`src/rtl/weight_bram_reader.sv`:
```
// Read-side controller for a per-neuron weight BRAM. It issues DEPTH sequential reads
// and streams the returned words over valid/ready through a 2-entry skid buffer.
module weight_bram_reader #(
  parameter int unsigned DATA_W    = 16,
  parameter int unsigned ADDR_W    = 5,
  parameter int unsigned DEPTH     = 28,
  parameter int unsigned BASE_ADDR = 0
) (
  input  logic              CLK,
  input  logic              RST,
  input  logic              START,
  output logic              BUSY,
  output logic              DONE,
  output logic [ADDR_W-1:0] ADDR,
  output logic              EN,
  output logic              WE,
  output logic [DATA_W-1:0] DI,
  input  logic [DATA_W-1:0] RD_DATA,
  output logic [DATA_W-1:0] W_DATA,
  output logic [ADDR_W-1:0] W_IDX,
  output logic              W_LAST,
  output logic              W_VALID,
  input  logic              W_READY
);

  localparam int unsigned CNT_W = $clog2(DEPTH + 1);
  localparam logic [CNT_W-1:0]  DEPTH_C = CNT_W'(DEPTH);
  localparam logic [ADDR_W-1:0] BASE_C  = ADDR_W'(BASE_ADDR);

  typedef enum logic [1:0] {S_IDLE, S_FETCH, S_DRAIN} state_t;

  state_t              state_q, state_d;
  logic [CNT_W-1:0]    issue_cnt_q, issue_cnt_d;
  logic                en_q, en_d;
  logic [ADDR_W-1:0]   addr_q, addr_d;
  logic [ADDR_W-1:0]   fl_idx_q, fl_idx_d;
  logic                fl_last_q, fl_last_d;
  logic                done_q, done_d;
  logic [DATA_W-1:0]   buf_data_q [2];
  logic [DATA_W-1:0]   buf_data_d [2];
  logic [ADDR_W-1:0]   buf_idx_q  [2];
  logic [ADDR_W-1:0]   buf_idx_d  [2];
  logic                buf_last_q [2];
  logic                buf_last_d [2];
  logic                wr_ptr_q, wr_ptr_d;
  logic                rd_ptr_q, rd_ptr_d;
  logic [1:0]          count_q, count_d;

  logic                pop;
  logic                push;
  logic [2:0]          level;

  always_comb begin
    state_d     = state_q;
    issue_cnt_d = issue_cnt_q;
    en_d        = 1'b0;
    addr_d      = addr_q;
    fl_idx_d    = fl_idx_q;
    fl_last_d   = fl_last_q;
    done_d      = 1'b0;
    buf_data_d  = buf_data_q;
    buf_idx_d   = buf_idx_q;
    buf_last_d  = buf_last_q;
    wr_ptr_d    = wr_ptr_q;
    rd_ptr_d    = rd_ptr_q;

    pop  = (count_q != 2'd0) && W_READY;
    push = en_q;
    // Occupancy after this edge, counting the read that lands now; a new issue lands next edge.
    level = {1'b0, count_q} + {2'b00, en_q} - {2'b00, pop};

    if (push) begin
      buf_data_d[wr_ptr_q] = RD_DATA;
      buf_idx_d[wr_ptr_q]  = fl_idx_q;
      buf_last_d[wr_ptr_q] = fl_last_q;
      wr_ptr_d             = ~wr_ptr_q;
    end
    if (pop) begin
      rd_ptr_d = ~rd_ptr_q;
    end
    count_d = count_q + {1'b0, push} - {1'b0, pop};

    case (state_q)
      S_IDLE: begin
        if (START) begin
          state_d     = S_FETCH;
          issue_cnt_d = '0;
        end
      end
      S_FETCH: begin
        if (issue_cnt_q == DEPTH_C) begin
          state_d = S_DRAIN;
        end else if (level < 3'd2) begin
          en_d        = 1'b1;
          addr_d      = BASE_C + ADDR_W'(issue_cnt_q);
          fl_idx_d    = ADDR_W'(issue_cnt_q);
          fl_last_d   = (issue_cnt_q == DEPTH_C - 1'b1);
          issue_cnt_d = issue_cnt_q + 1'b1;
        end
      end
      default: ;
    endcase

    if (pop && buf_last_q[rd_ptr_q] && (state_q != S_IDLE)) begin
      state_d = S_IDLE;
      done_d  = 1'b1;
    end
  end

  always_ff @(posedge CLK) begin
    if (RST) begin
      state_q     <= S_IDLE;
      issue_cnt_q <= '0;
      en_q        <= 1'b0;
      addr_q      <= '0;
      fl_idx_q    <= '0;
      fl_last_q   <= 1'b0;
      done_q      <= 1'b0;
      buf_data_q  <= '{default: '0};
      buf_idx_q   <= '{default: '0};
      buf_last_q  <= '{default: 1'b0};
      wr_ptr_q    <= 1'b0;
      rd_ptr_q    <= 1'b0;
      count_q     <= '0;
    end else begin
      state_q     <= state_d;
      issue_cnt_q <= issue_cnt_d;
      en_q        <= en_d;
      addr_q      <= addr_d;
      fl_idx_q    <= fl_idx_d;
      fl_last_q   <= fl_last_d;
      done_q      <= done_d;
      buf_data_q  <= buf_data_d;
      buf_idx_q   <= buf_idx_d;
      buf_last_q  <= buf_last_d;
      wr_ptr_q    <= wr_ptr_d;
      rd_ptr_q    <= rd_ptr_d;
      count_q     <= count_d;
    end
  end

  assign BUSY    = (state_q != S_IDLE);
  assign DONE    = done_q;
  assign ADDR    = addr_q;
  assign EN      = en_q;
  assign WE      = 1'b0;
  assign DI      = '0;
  assign W_DATA  = buf_data_q[rd_ptr_q];
  assign W_IDX   = buf_idx_q[rd_ptr_q];
  assign W_LAST  = buf_last_q[rd_ptr_q];
  assign W_VALID = (count_q != 2'd0);

endmodule
```
`config.mk`:
```
export PLATFORM = sky130hd
export DESIGN_NAME = weight_bram_reader
export DESIGN_NICKNAME = d
export VERILOG_FILES = /design/src/rtl/weight_bram_reader.sv
export SDC_FILE = /design/constraint.sdc
export NUM_CORES = 1
export LEC_CHECK = 0
export ABC_CLOCK_PERIOD_IN_PS = 4700
export CORE_MARGIN = 10
export CORE_UTILIZATION = 49
export DETAILED_ROUTE_END_ITERATION = 12
export PLACE_DENSITY = 0.78
export REMOVE_ABC_BUFFERS = 1
export SYNTH_ARGS = -nofsm -noshare
export SYNTH_HDL_FRONTEND = slang
export SYNTH_SLANG_ARGS = --single-unit
```
`constraint.sdc`:
```
create_clock -name CLK -period 4.7 [get_ports CLK]
set_input_delay 1.175 -clock CLK [delete_from_list [all_inputs] [get_ports CLK]]
set_output_delay 1.175 -clock CLK [all_outputs]
set_load 0.05 [all_outputs]
```
Yosys cells after proc, flatten, opt, wreduce, memory -nomap -nowiden

Cells that the tools add are included.

Bits in registers: 63
Bits in latches: 0
Memory bits (writable): 0
ROM bits: 0
Input bits: 20
Output and inout bits: 48
Logic and storage cells: 77
Memories: 0

Add/subtract/negate cells: 5
Multipliers: 0
Divide/modulo/power cells: 0
$lt $le $gt $ge: 4
Equality and inequality tests: 7
Shifts and indexed selects: 0
Mux-type cells: 27
Bitwise operators: 6
Reduce and logical (&&, ||, !) cells: 13

Operators with widths:

| cell                                                        | number |
|---|---|
| two-way mux 16 bit                                          | 4 |
| two-way mux 5 bit                                           | 7 |
| bitwise mux 32 bit                                          | 1 |
| demux 16 bit (select 1 bit)                                 | 1 |
| bitwise mux 10 bit                                          | 1 |
| == test 5 bit (second input constant)                       | 2 |
| case mux 5 bit (2 select lines)                             | 1 |
| inequality test 2 bit (second input constant)               | 4 |
| two-way mux 1 bit                                           | 6 |
| AND reduction 3 bit                                         | 2 |
| nonzero test 2 bit                                          | 3 |
| adder 5 x 1 -> 5 bit (second input constant)                | 1 |
| demux 5 bit (select 1 bit)                                  | 1 |
| >= comparator 2 bit (second input constant)                 | 2 |
| logical AND 1 bit                                           | 4 |
| two-way mux 2 bit                                           | 2 |
| inverter 1 bit                                              | 4 |
| inverter 1 -> 2 bit                                         | 2 |
| case mux 2 bit (2 select lines)                             | 1 |
| AND reduction 4 bit                                         | 1 |
| adder 2 x 1 -> 3 bit                                        | 1 |
| less-than comparator 3 x 2 -> 1 bit (second input constant) | 1 |
| OR reduction 3 bit                                          | 1 |
| subtractor 3 x 1 -> 3 bit                                   | 1 |
| 8 further kinds                                             | 8 |

Logic depth before layout (Yosys ltp)

Depth in word-level cells: 7
Gate-level depth with buffers: 12
Depth with buffers taken out: 11

Least setup slack after synthesis

OpenSTA, ideal clock, no wires.

Path type: input port to flip-flop
Start: input port W_READY
End: register fl_last_q
Setup time: 0.070 ns
Arrival: 3.560 ns
Required time: 4.630 ns
Path slack: 1.069 ns
Stages on the path: 11
Buffers on the path: 1
Cells stage by stage: nand2_1 > inv_1 > ha_1 > inv_1 > ha_1 > fa_1 > xnor2_1 > or4b_1 > buf_6 > or4_1 > a21oi_1

Word-level cells in the longest chain between the ends: 4

RTL lines:

| item                                 | line | text |
|---|---|---|
| from (decl)                          | 23   | `input logic W_READY` |
| logical AND 1 bit                    | 67   | `pop = (count_q != 2'd0) && W_READY;` |
| net pop                              | 49   | `logic pop;` |
| subtractor 3 x 1 -> 3 bit            | 70   | `level = {1'b0, count_q} + {2'b00, en_q} - {2'b00, pop};` |
| less-than comparator 3 x 2 -> 1 bit  | 93   | `end else if (level < 3'd2) begin` |
| AND reduction 3 bit (no source line) | n/a  |  |
| to (signal assigned)                 | 131  | `fl_last_q <= fl_last_d;` |
| to (decl)                            | 37   | `logic fl_last_q, fl_last_d;` |

The timed path passes the listed nets, and every way through them passes these cells.
A chain may end at the register's enable or synchronous reset.

Worst setup path after layout

Same ends and word-level chain as after synthesis.

==> flow_metrics.py <==
metrics = {
    "timing": {
        "max_slew_margin": 0.236,
        "final-max-slew-violation-count": 0,
        "max_freq_mhz": 254,
        "fin_crit_sh": 0.837,
        "tns_ns": 0,
        "period_minus_slack_ns": 3.93,
        "clock_skew_ns": 0.00778,
        "setup_viol": 0,
        "worstMarginPinSlew_ns": 1.15,
        "finalHoldViolations": 0,
        "rsz0062_at_grt": "false",
    },
    "setup_path": {
        "critPathMaxFanout": 10,
        "crit_chain": "clkdlybuf4s50_1 > nand2_1 > inv_1 > ha_1 > inv_1 > ha_1 > fa_1 > xnor2_1 > or4b_1 > or4_1 > a21oi_1",
        "r2r-end": "fl_last_q",
        "start_kind": "input pin",
        "cp_data_arrival_time_ns": 4.20,
        "worst_path_max_delay_cell": "or4b_1",
        "r2r_cells": 11,
        "crit_type": "input pin to flop",
        "rr_startpoint": "count_q[1]",
        "critPathRequiredTime_ns": 4.96,
        "worst_setup_path_end_kind": "flop",
        "reg2reg_slack_ns": 1.38,
        "slowest_delay_ns": 0.73,
    },
    "logic_synthesis": {
        "yosysSeqAreaShare": 0.458,
        "ys_ff_latch": 63,
        "synthDistinctLibCells": 36,
        "synth_enable_flop_cells": 0,
        "ys.flop_type": "dfxtp_1",
        "async_reset_ff_frac": 0,
        "synth.top_cell.area_share": 0.458,
        "synth_top_area_cell": "dfxtp_1",
        "synthCells": 334,
        "syn_area_sq_um": 2750,
        "yosysWarnings": 0,
        "synthTopCellsByArea": "dfxtp_1 46%, nand2_1 13%, a21oi_1 8.9%, mux2_2 8.6%, buf_4 4.6%",
        "syn_avg_cell_area_sq_um": 8.25,
    },
    "global_routing": {
        "grt.overflow.total": 0,
        "grt_pass1_vias": 2244,
        "grt_max_degree": 66,
        "antenna_found_initial": 0,
        "grt_pass1_wl_mm": 10.6,
        "grtUsageTotal": 0.147,
    },
    "drt": {
        "dr.first_iter.drc_count": 131,
        "drt_pass1_iterations": 4,
        "wl_per_cell_um": 14.2,
        "route.final.wire_length_mm": 6.44,
        "vias": 2261,
        "viasPerCell": 4.98,
        "drt.antenna.violating_nets": 0,
        "route.detailed.drc": 0,
    },
    "placed_design": {
        "placed_area_sq_um": 3210,
        "place_hpwl_mm": 4.16,
        "gp_congestion": 0.802,
        "place_inst": 438,
        "portBuffers": 50,
    },
    "power_and_ir_drop": {
        "p_leak_nw": 1.26,
        "p_total_mw": 1.68,
        "p_per_area_nw_per_um2": 494,
        "ir_drop_mv": 0.282,
    },
    "clock_tree": {
        "cts_sinks": 63,
        "clkLatencyLatePin_ns": 0.34,
        "cts_setup_buffers": 0,
        "cts_buffer_depth": 2,
        "ctsHoldBuffers": 0,
        "root_buffer": "clkbuf_8",
        "cts_resized": 0,
        "clk_pin_slew_worst_paths_ns": 0.07,
        "cts_tree": "done",
        "htreeDepth": 3,
        "cts_made_buffers": 9,
    },
    "final_layout": {
        "drive_gt1_frac": 0.107,
        "fillCellCount": 496,
        "final_cell_mix": "95 x nand2_1, 63 x dfxtp_1, 49 x a21oi_1, 49 x clkdlybuf4s50_1, 21 x mux2_2",
        "syn_to_final_growth_pct": 23.5,
        "n_antenna_cell": 0,
        "layout_commonest_cell": "nand2_1",
        "multi_input_area_sq_um": 1310,
        "nNetsFinal": 402,
        "fin_cells": 454,
        "postLayoutCellArea_sq_um": 3400,
        "register_area_sq_um": 1260,
    },
    "floorplan": {
        "fp.dieArea_sq_um": 9020,
        "die_w_um": 95.0,
        "core_area_sq_um": 5470,
        "initial_core_util": 0.503,
        "die_h_um": 95.0,
        "fp-row-count": 27,
        "io_pins": 68,
    },
    "min_path": {
        "holdPathEnd": "buf_data_q[21]",
        "hp-start": "buf_data_q[21]",
        "hp-class": "flop to flop",
        "whs_path_depth": 2,
    },
    "flow_run": {
        "drv_cap": 0,
    },
    "status": {
        "status": "complete, no violations",
    },
}
[critical path: cells and delay by family]
kind            cells  cell delay (ns)
compound gates      1             0.15
xor+xnor            1             0.16
fa+ha+maj           3             0.82
buf+inv             3             0.50
simple gates        3             1.39
[where the power goes]
part	internal (mW)	switching, mW	leakage, nW
Sequential	0.589	0.0571	0.509
Combinational	0.207	0.369	0.659
Clock	0.259	0.200	0.0936
Total	1.06	0.626	1.26
[Yosys cell counts (2+ instances only)]
cell type and number:
nor2b_1 3, nor3_1 5, mux2i_1 5, nand2b_1 4, inv_1 11, nand3_1 4, buf_4 17, dfxtp_1 63
or3_2 2, mux2_2 21, a21oi_1 49, clkbuf_1 18, nand2_1 95, nor2_1 12, ha_1 4
[worst max-delay path by stage]
stage	startpoint	end	slack, ns	cells after the start
5_1_grt	W_READY	fl_last_q	0.59	11
3_5_place_dp	W_READY	fl_last_q	0.41	11
3_3_place_gp	W_READY	fl_last_q	0.48	11
4_1_cts	W_READY	fl_last_q	0.76	11
6_report	W_READY	fl_last_q	0.77	11
2_1_floorplan	W_READY	fl_last_q	1.02	10
[metrics by stage]
| stage | hold WS (ns) | setup slack (ns) | utilization |
|---|---|---|---|
| after floorplan | 0.427 | 1.02 | - |
| after global placement | 0.438 | 0.485 | 0.587 |
| after detailed placement | 0.444 | 0.413 | 0.587 |
| after CTS | 0.453 | 0.756 | 0.622 |
| after global routing | 0.471 | 0.592 | 0.622 |
| final | 0.452 | 0.765 | 0.622 |
[flip-flops by register name, summed over array words and instances (netlist names)]
signal / cells
EN: 1
wr_ptr_q: 1
issue_cnt_q: 5
buf_data_q: 32
buf_idx_q: 10
count_q: 2
fl_idx_q: 5
rd_ptr_q: 1
buf_last_q: 2
fl_last_q: 1
state_q: 2
DONE: 1
[metal layers]
metal  GRT usage  part of all wire  vias to the layer above
met5           0                 0                        -
met4      0.0524             0.013                        0
met3      0.0571             0.083                       10
met2       0.232              0.46                       64
met1       0.177              0.45                     1034
li1            -                 -                     1153
[kinds of logic after synthesis]
| group | Yosys count | synth area share |
|---|---|---|
| flops | 63 | 0.458 |
| xor+xnor | 2 | 0.00636 |
| simple gates | 134 | 0.207 |
| buf+inv | 47 | 0.0900 |
| compound gates | 56 | 0.108 |
| mux | 26 | 0.104 |
| fa+ha+maj | 5 | 0.0254 |
| other cells | 1 | 0.00136 |
[layout make-up]
class / instances / share of cell area
clock buffer: 13 / 0.0438
multi-input combinational: 240 / 0.384
tap: 72 / 0.0265
timing repair buffer: 52 / 0.150
sequential: 63 / 0.371
clock inverter: 3 / 0.0125
inverter: 11 / 0.0121
Power figures use the tool's default switching activity.
